==> src/rtl/muldiv_unit.sv <==
// muldiv_unit: iterative RV32M multiply/divide, one shift-add or
// shift-subtract step per cycle on operand magnitudes, 32 steps per op.
module muldiv_unit (
    input  logic        i_clk,
    input  logic        i_rst_n,
    input  logic        i_start,
    input  logic [2:0]  i_funct3,
    input  logic [31:0] i_rs1_data,
    input  logic [31:0] i_rs2_data,
    input  logic [4:0]  i_rd_adr,
    input  logic        i_flush,
    output logic        o_ready,
    output logic        o_valid,
    output logic [31:0] o_result,
    output logic [4:0]  o_rd_adr,
    output logic        o_reg_write
);

    localparam logic [1:0] S_IDLE = 2'd0;
    localparam logic [1:0] S_BUSY = 2'd1;
    localparam logic [1:0] S_DONE = 2'd2;

    logic [1:0]  r_state;
    logic [4:0]  r_cnt;
    logic [2:0]  r_funct3;
    logic [4:0]  r_rd;
    logic        r_neg;
    logic        r_dz;
    logic [31:0] r_mb;
    logic [31:0] r_hi;
    logic [31:0] r_lo;
    logic [31:0] r_result;
    logic [4:0]  r_rd_out;

    logic        w_a_sgn;
    logic        w_b_sgn;
    logic        w_neg_a;
    logic        w_neg_b;
    logic [31:0] w_ma;
    logic [31:0] w_mb;

    logic [32:0] w_madd;
    logic [32:0] w_shift;
    logic        w_ge;
    logic [31:0] w_sub;
    logic [31:0] w_hi_nx;
    logic [31:0] w_lo_nx;
    logic [63:0] w_prod;
    logic [63:0] w_prod_s;
    logic [31:0] w_quo;
    logic [31:0] w_rem;
    logic [31:0] w_res;

    always_comb begin
        w_a_sgn = 1'b0;
        w_b_sgn = 1'b0;
        unique case (i_funct3)
            3'b001, 3'b100, 3'b110: begin
                w_a_sgn = 1'b1;
                w_b_sgn = 1'b1;
            end
            3'b010:  w_a_sgn = 1'b1;
            default: ;
        endcase
    end

    assign w_neg_a = w_a_sgn & i_rs1_data[31];
    assign w_neg_b = w_b_sgn & i_rs2_data[31];
    assign w_ma    = w_neg_a ? (32'd0 - i_rs1_data) : i_rs1_data;
    assign w_mb    = w_neg_b ? (32'd0 - i_rs2_data) : i_rs2_data;

    // r_lo holds |A|: multiplier bits for MUL*, dividend/quotient for DIV*.
    assign w_madd  = {1'b0, r_hi} + (r_lo[0] ? {1'b0, r_mb} : 33'd0);
    assign w_shift = {r_hi, r_lo[31]};
    assign w_ge    = (w_shift >= {1'b0, r_mb});
    assign w_sub   = w_shift[31:0] - r_mb;

    always_comb begin
        if (r_funct3[2]) begin
            w_hi_nx = w_ge ? w_sub : w_shift[31:0];
            w_lo_nx = {r_lo[30:0], w_ge};
        end else begin
            w_hi_nx = w_madd[32:1];
            w_lo_nx = {w_madd[0], r_lo[31:1]};
        end
    end

    assign w_prod   = {w_hi_nx, w_lo_nx};
    assign w_prod_s = r_neg ? (64'd0 - w_prod) : w_prod;
    assign w_quo    = r_neg ? (32'd0 - w_lo_nx) : w_lo_nx;
    assign w_rem    = r_neg ? (32'd0 - w_hi_nx) : w_hi_nx;

    // Signed DIV by zero would otherwise pick up the dividend's sign.
    always_comb begin
        w_res = w_prod_s[31:0];
        unique case (r_funct3)
            3'b000:                 w_res = w_prod_s[31:0];
            3'b001, 3'b010, 3'b011: w_res = w_prod_s[63:32];
            3'b100, 3'b101:         w_res = r_dz ? 32'hFFFF_FFFF : w_quo;
            default:                w_res = w_rem;
        endcase
    end

    always_ff @(posedge i_clk or negedge i_rst_n) begin
        if (!i_rst_n) begin
            r_state  <= S_IDLE;
            r_cnt    <= 5'd0;
            r_funct3 <= 3'd0;
            r_rd     <= 5'd0;
            r_neg    <= 1'b0;
            r_dz     <= 1'b0;
            r_mb     <= 32'd0;
            r_hi     <= 32'd0;
            r_lo     <= 32'd0;
            r_result <= 32'd0;
            r_rd_out <= 5'd0;
        end else if (i_flush) begin
            r_state <= S_IDLE;
            r_cnt   <= 5'd0;
        end else begin
            unique case (r_state)
                S_IDLE: begin
                    if (i_start) begin
                        r_state  <= S_BUSY;
                        r_cnt    <= 5'd0;
                        r_funct3 <= i_funct3;
                        r_rd     <= i_rd_adr;
                        r_dz     <= (i_rs2_data == 32'd0);
                        r_neg    <= i_funct3[2] & i_funct3[1]
                                    ? w_neg_a
                                    : (w_neg_a ^ w_neg_b);
                        r_mb     <= w_mb;
                        r_hi     <= 32'd0;
                        r_lo     <= w_ma;
                    end
                end
                S_BUSY: begin
                    r_hi  <= w_hi_nx;
                    r_lo  <= w_lo_nx;
                    r_cnt <= r_cnt + 5'd1;
                    if (r_cnt == 5'd31) begin
                        r_state  <= S_DONE;
                        r_result <= w_res;
                        r_rd_out <= r_rd;
                    end
                end
                S_DONE:  r_state <= S_IDLE;
                default: r_state <= S_IDLE;
            endcase
        end
    end

    assign o_ready     = (r_state == S_IDLE);
    assign o_valid     = (r_state == S_DONE);
    assign o_result    = r_result;
    assign o_rd_adr    = r_rd_out;
    assign o_reg_write = o_valid & (r_rd_out != 5'd0);

endmodule

==> config.mk <==
export PLATFORM = sky130hd
export DESIGN_NAME = muldiv_unit
export DESIGN_NICKNAME = d
export VERILOG_FILES = /design/src/rtl/muldiv_unit.sv
export SDC_FILE = /design/constraint.sdc
export NUM_CORES = 1
export LEC_CHECK = 0
export CAP_MARGIN = 20
export CORE_ASPECT_RATIO = 0.5
export CORE_UTILIZATION = 62
export CTS_BUF_LIST = sky130_fd_sc_hd__clkbuf_2 sky130_fd_sc_hd__clkbuf_4 sky130_fd_sc_hd__clkbuf_8
export DETAILED_ROUTE_END_ITERATION = 8
export PLACE_DENSITY = 0.82
export SLEW_MARGIN = 20
export SYNTH_ARGS = -nofsm -noshare
export SYNTH_HDL_FRONTEND = slang
export SYNTH_SLANG_ARGS = --single-unit
==> constraint.sdc <==
create_clock -name i_clk -period 6.9 [get_ports i_clk]
set_clock_uncertainty 0.15 [all_clocks]
set_input_delay 1.38 -clock i_clk [delete_from_list [all_inputs] [get_ports i_clk]]
set_output_delay 1.38 -clock i_clk [all_outputs]
set_load 0.1 [all_outputs]
==> results_dict.tcl <==
set metrics [dict create \
    path_buf_inv 3 \
    syn_to_final_growth_pct 12.5 \
    grt_pass1_vias 13200 \
    syn_nets 2084 \
    start_kind "flop" \
    max_cap_violations 0 \
    hp-class "reg -> reg" \
    nFillCells 1915 \
    critical_path.top_delay_family "compound AO/OA/AOI/OAI gates" \
    critPathRequiredTime_ns 7.16 \
    drt-initial-drc-count 1641 \
    synthesis.area_mm2 0.0144 \
    antenna_cells 0 \
    grt_pass1_wl_um 74200 \
    power.density_mw_per_mm2 406 \
    gr-total-overflow 0 \
    cts.sinks 150 \
    min_period_ns 6.16 \
    die_area_mm2 0.0239 \
    endpoint_kind "flop" \
    critPathArrivalTime_ns 6.42 \
    cts_resized 0 \
    routed_wirelength_um 48100 \
    drt_pass1_iterations 6 \
    drive_gt1_share_pct 5.64 \
    synthArstFlopShare_pct 100 \
    multiInputGateArea_mm2 0.0100 \
    ys_warn_count 0 \
    p_leak_nw 6.86 \
    cp_max_fo 22 \
    ys.flop_type "dfrtp_1" \
    rows 39 \
    peakVddDrop_uv 188 \
    start_util_pct 63.2 \
    cts_buffers 17 \
    grt_start_max_net_pins 92 \
    io_pins 116 \
    ys_seq_area_share_pct 26.0 \
    slew_headroom_pct 21.9 \
    slowest_delay_ns 0.65 \
    antenna_left 0 \
    die_w_um 218 \
    via_count 15100 \
    fin_nets 2138 \
    cts_setup_buffers 0 \
    final-seq-area_mm2 0.00376 \
    core_mm2 0.0228 \
    fmax_ghz 0.162 \
    netlist_instances 1936 \
    avgRoutedWirePerCell_um 20.8 \
    finalSetupTns_ns 0 \
    cts_root_buf "clkbuf_8" \
    die_h_um 110 \
    worst_pin_slew_ns 1.17 \
    setup_viol_count_final 0 \
    crit_path_cell_trace "inv_1 > ha_1 > nor2b_1 > o211ai_1 > a211oi_2 > o211ai_2 > a21oi_1 > buf_4 > o22ai_1 > buf_4 > ha_1 > o2111ai_1 > nor2_1 > nand3_1 > o21a_1 > a21o_1 > a21oi_1 > nor2_1 > o31a_1 > o21ai_0 > a222oi_1 > mux2_2" \
    synth_cell_types 80 \
    dp_hpwl_um 35900 \
    synth_edf_count 0 \
    cts_max_path_buffers 2 \
    hold_buffers 0 \
    syn_avg_cell_area_um2 7.44 \
    antenna_found_initial 3 \
    portBuffers 115 \
    final_max_slew_viol_count 0 \
    synth-seq-cells 150 \
    worst_slack_ns 0.740 \
    drc 0 \
    dp_slack_ns 0.966 \
    routed_via_density 6.53 \
    cp_slowest_cell "a21oi_1" \
    rsz0062_at_grt "false" \
    status "finished clean" \
    htree_levels 4 \
    hold_viol 0 \
    finalWeightedCongestion 1.04 \
    fin_crit_sh_pct 89.3 \
    clkSlewWorstSetupHoldPaths_ns 0.11 \
    grt.total_usage_pct 40.6 \
    cts_tree "done" \
    crit_type "reg -> reg" \
    clk-insertion-delay-late_ns 0.52 \
]
## path summary, 6_finish.rpt
kind                                startpoint  depth (start not counted)                  endpoint  slack (ns)
setup / recovery           r_mb[1]$_DFFE_PN0P_                         22  o_result[20]$_DFFE_PN0P_        0.74
hold / removal             r_rd[3]$_DFFE_PN0P_                          2   o_rd_adr[3]$_DFFE_PN0P_        0.33
setup reg to reg           r_mb[1]$_DFFE_PN0P_                         22  o_result[20]$_DFFE_PN0P_        0.74
hold reg to reg            r_rd[3]$_DFFE_PN0P_                          2   o_rd_adr[3]$_DFFE_PN0P_        0.33
max in group asynchronous              i_rst_n                          2         r_neg$_DFFE_PN0P_        4.68
min in group asynchronous              i_rst_n                          1       r_hi[5]$_DFFE_PN0P_        0.64
## where the power goes
part | total [mW] | switching, mW | internal [mW] | leakage, nW
combinational | 4.43 | 2.80 | 1.63 | 4.69
sequential | 1.38 | 0.313 | 1.06 | 1.96
clock | 0.773 | 0.434 | 0.339 | 0.212
## cells in the final DEF, fill, tap and decap left out, types with 14 or more instances in the layout
cell type and instances:
a21o_1 24, a21oi_1 170, a22o_1 16, a31oi_1 26, and2_1 47, buf_4 36
clkbuf_8 17, clkdlybuf4s50_1 114, dfrtp_1 148, ha_1 70, inv_1 57, mux2i_1 33
nand2_1 298, nand2b_1 14, nand3_1 31, nand4_1 20, nor2_1 143, nor3_1 38
nor4_1 15, o211ai_1 14, o21ai_0 209, o22ai_1 18, o31ai_1 38, xnor2_1 84
xor2_1 76
## kinds of logic (layout without fill, tap and decap cells)
family                     Yosys count  in the layout  share of synthesized area [%]
AOI/OAI and AO/OA                  645            645                           27.7
xor gates and xnor gates           160            160                           9.72
adders and majority gates           72             72                           6.36
buffers and inverters              174            241                           4.69
DFF                                150            150                           26.0
muxes                               42             42                           3.00
and+or+nand+nor                    693            693                           22.5
## final cells by class
| class | count | share of cell area [%] |
|---|---|---|
| inverters | 58 | 1.34 |
| flip-flops and latches | 150 | 23.2 |
| well taps | 307 | 2.37 |
| multi-input cells | 1612 | 61.7 |
| clock buffers | 17 | 1.44 |
| repair buffers | 151 | 8.78 |
| clock inverters | 15 | 1.15 |
## cells in the mapped netlist, types with 33 or more instances
library cell	number	area share, %
a21oi_1	170	5.9
and2_1	47	2.0
clkbuf_1	88	2.3
dfrtp_1	150	26
ha_1	70	6.1
inv_1	57	1.5
mux2i_1	33	2.3
nand2_1	299	7.8
nor2_1	144	3.8
nor3_1	38	1.3
o21ai_0	209	7.3
o31ai_1	38	2.0
xnor2_1	84	5.1
xor2_1	76	4.6
## state kept, by name (all words and copies together) (netlist names)
| register | count |
|---|---|
| r_funct3 | 3 |
| r_rd | 5 |
| r_hi | 32 |
| r_lo | 32 |
| o_rd_adr | 5 |
| r_mb | 32 |
| r_neg | 1 |
| o_result | 32 |
| r_dz | 1 |
| r_cnt | 5 |
| r_state | 2 |
## worst register-to-register path, delay by kind of cell (launching register included)
| kind | cells | cell delay (ns) |
|---|---|---|
| buffers and inverters | 3 | 0.56 |
| AND/OR/NAND/NOR | 4 | 0.90 |
| multiplexers | 1 | 0.30 |
| AO/OA/AOI/OAI | 12 | 3.20 |
| adder cells (fa/ha/maj) | 2 | 0.55 |
| flip-flops | 1 | 0.39 |
## per-stage QoR
stage	cells	area (µm²)	util (%)	total power [mW]	hold WS, ns
2_1_floorplan	1936	14400	-	4.34	0.289
4_1_cts	2310	16200	71.1	6.39	0.326
6_report	2310	16200	71.1	6.58	0.326
5_1_grt	2310	16200	71.1	6.98	0.354
3_5_place_dp	2278	15800	69.3	5.60	0.300
3_3_place_gp	2278	15800	69.3	5.57	0.293
## routing by layer
layer | up-vias | GRT usage (%) | share of wire [%]
li1 | 7103 | - | -
met1 | 7057 | 61.6 | 46
met2 | 871 | 55.3 | 39
met3 | 62 | 9.82 | 13
met4 | 0 | 12.8 | 2.0
met5 | - | 0 | 0
(Power assumes the default switching activity.)
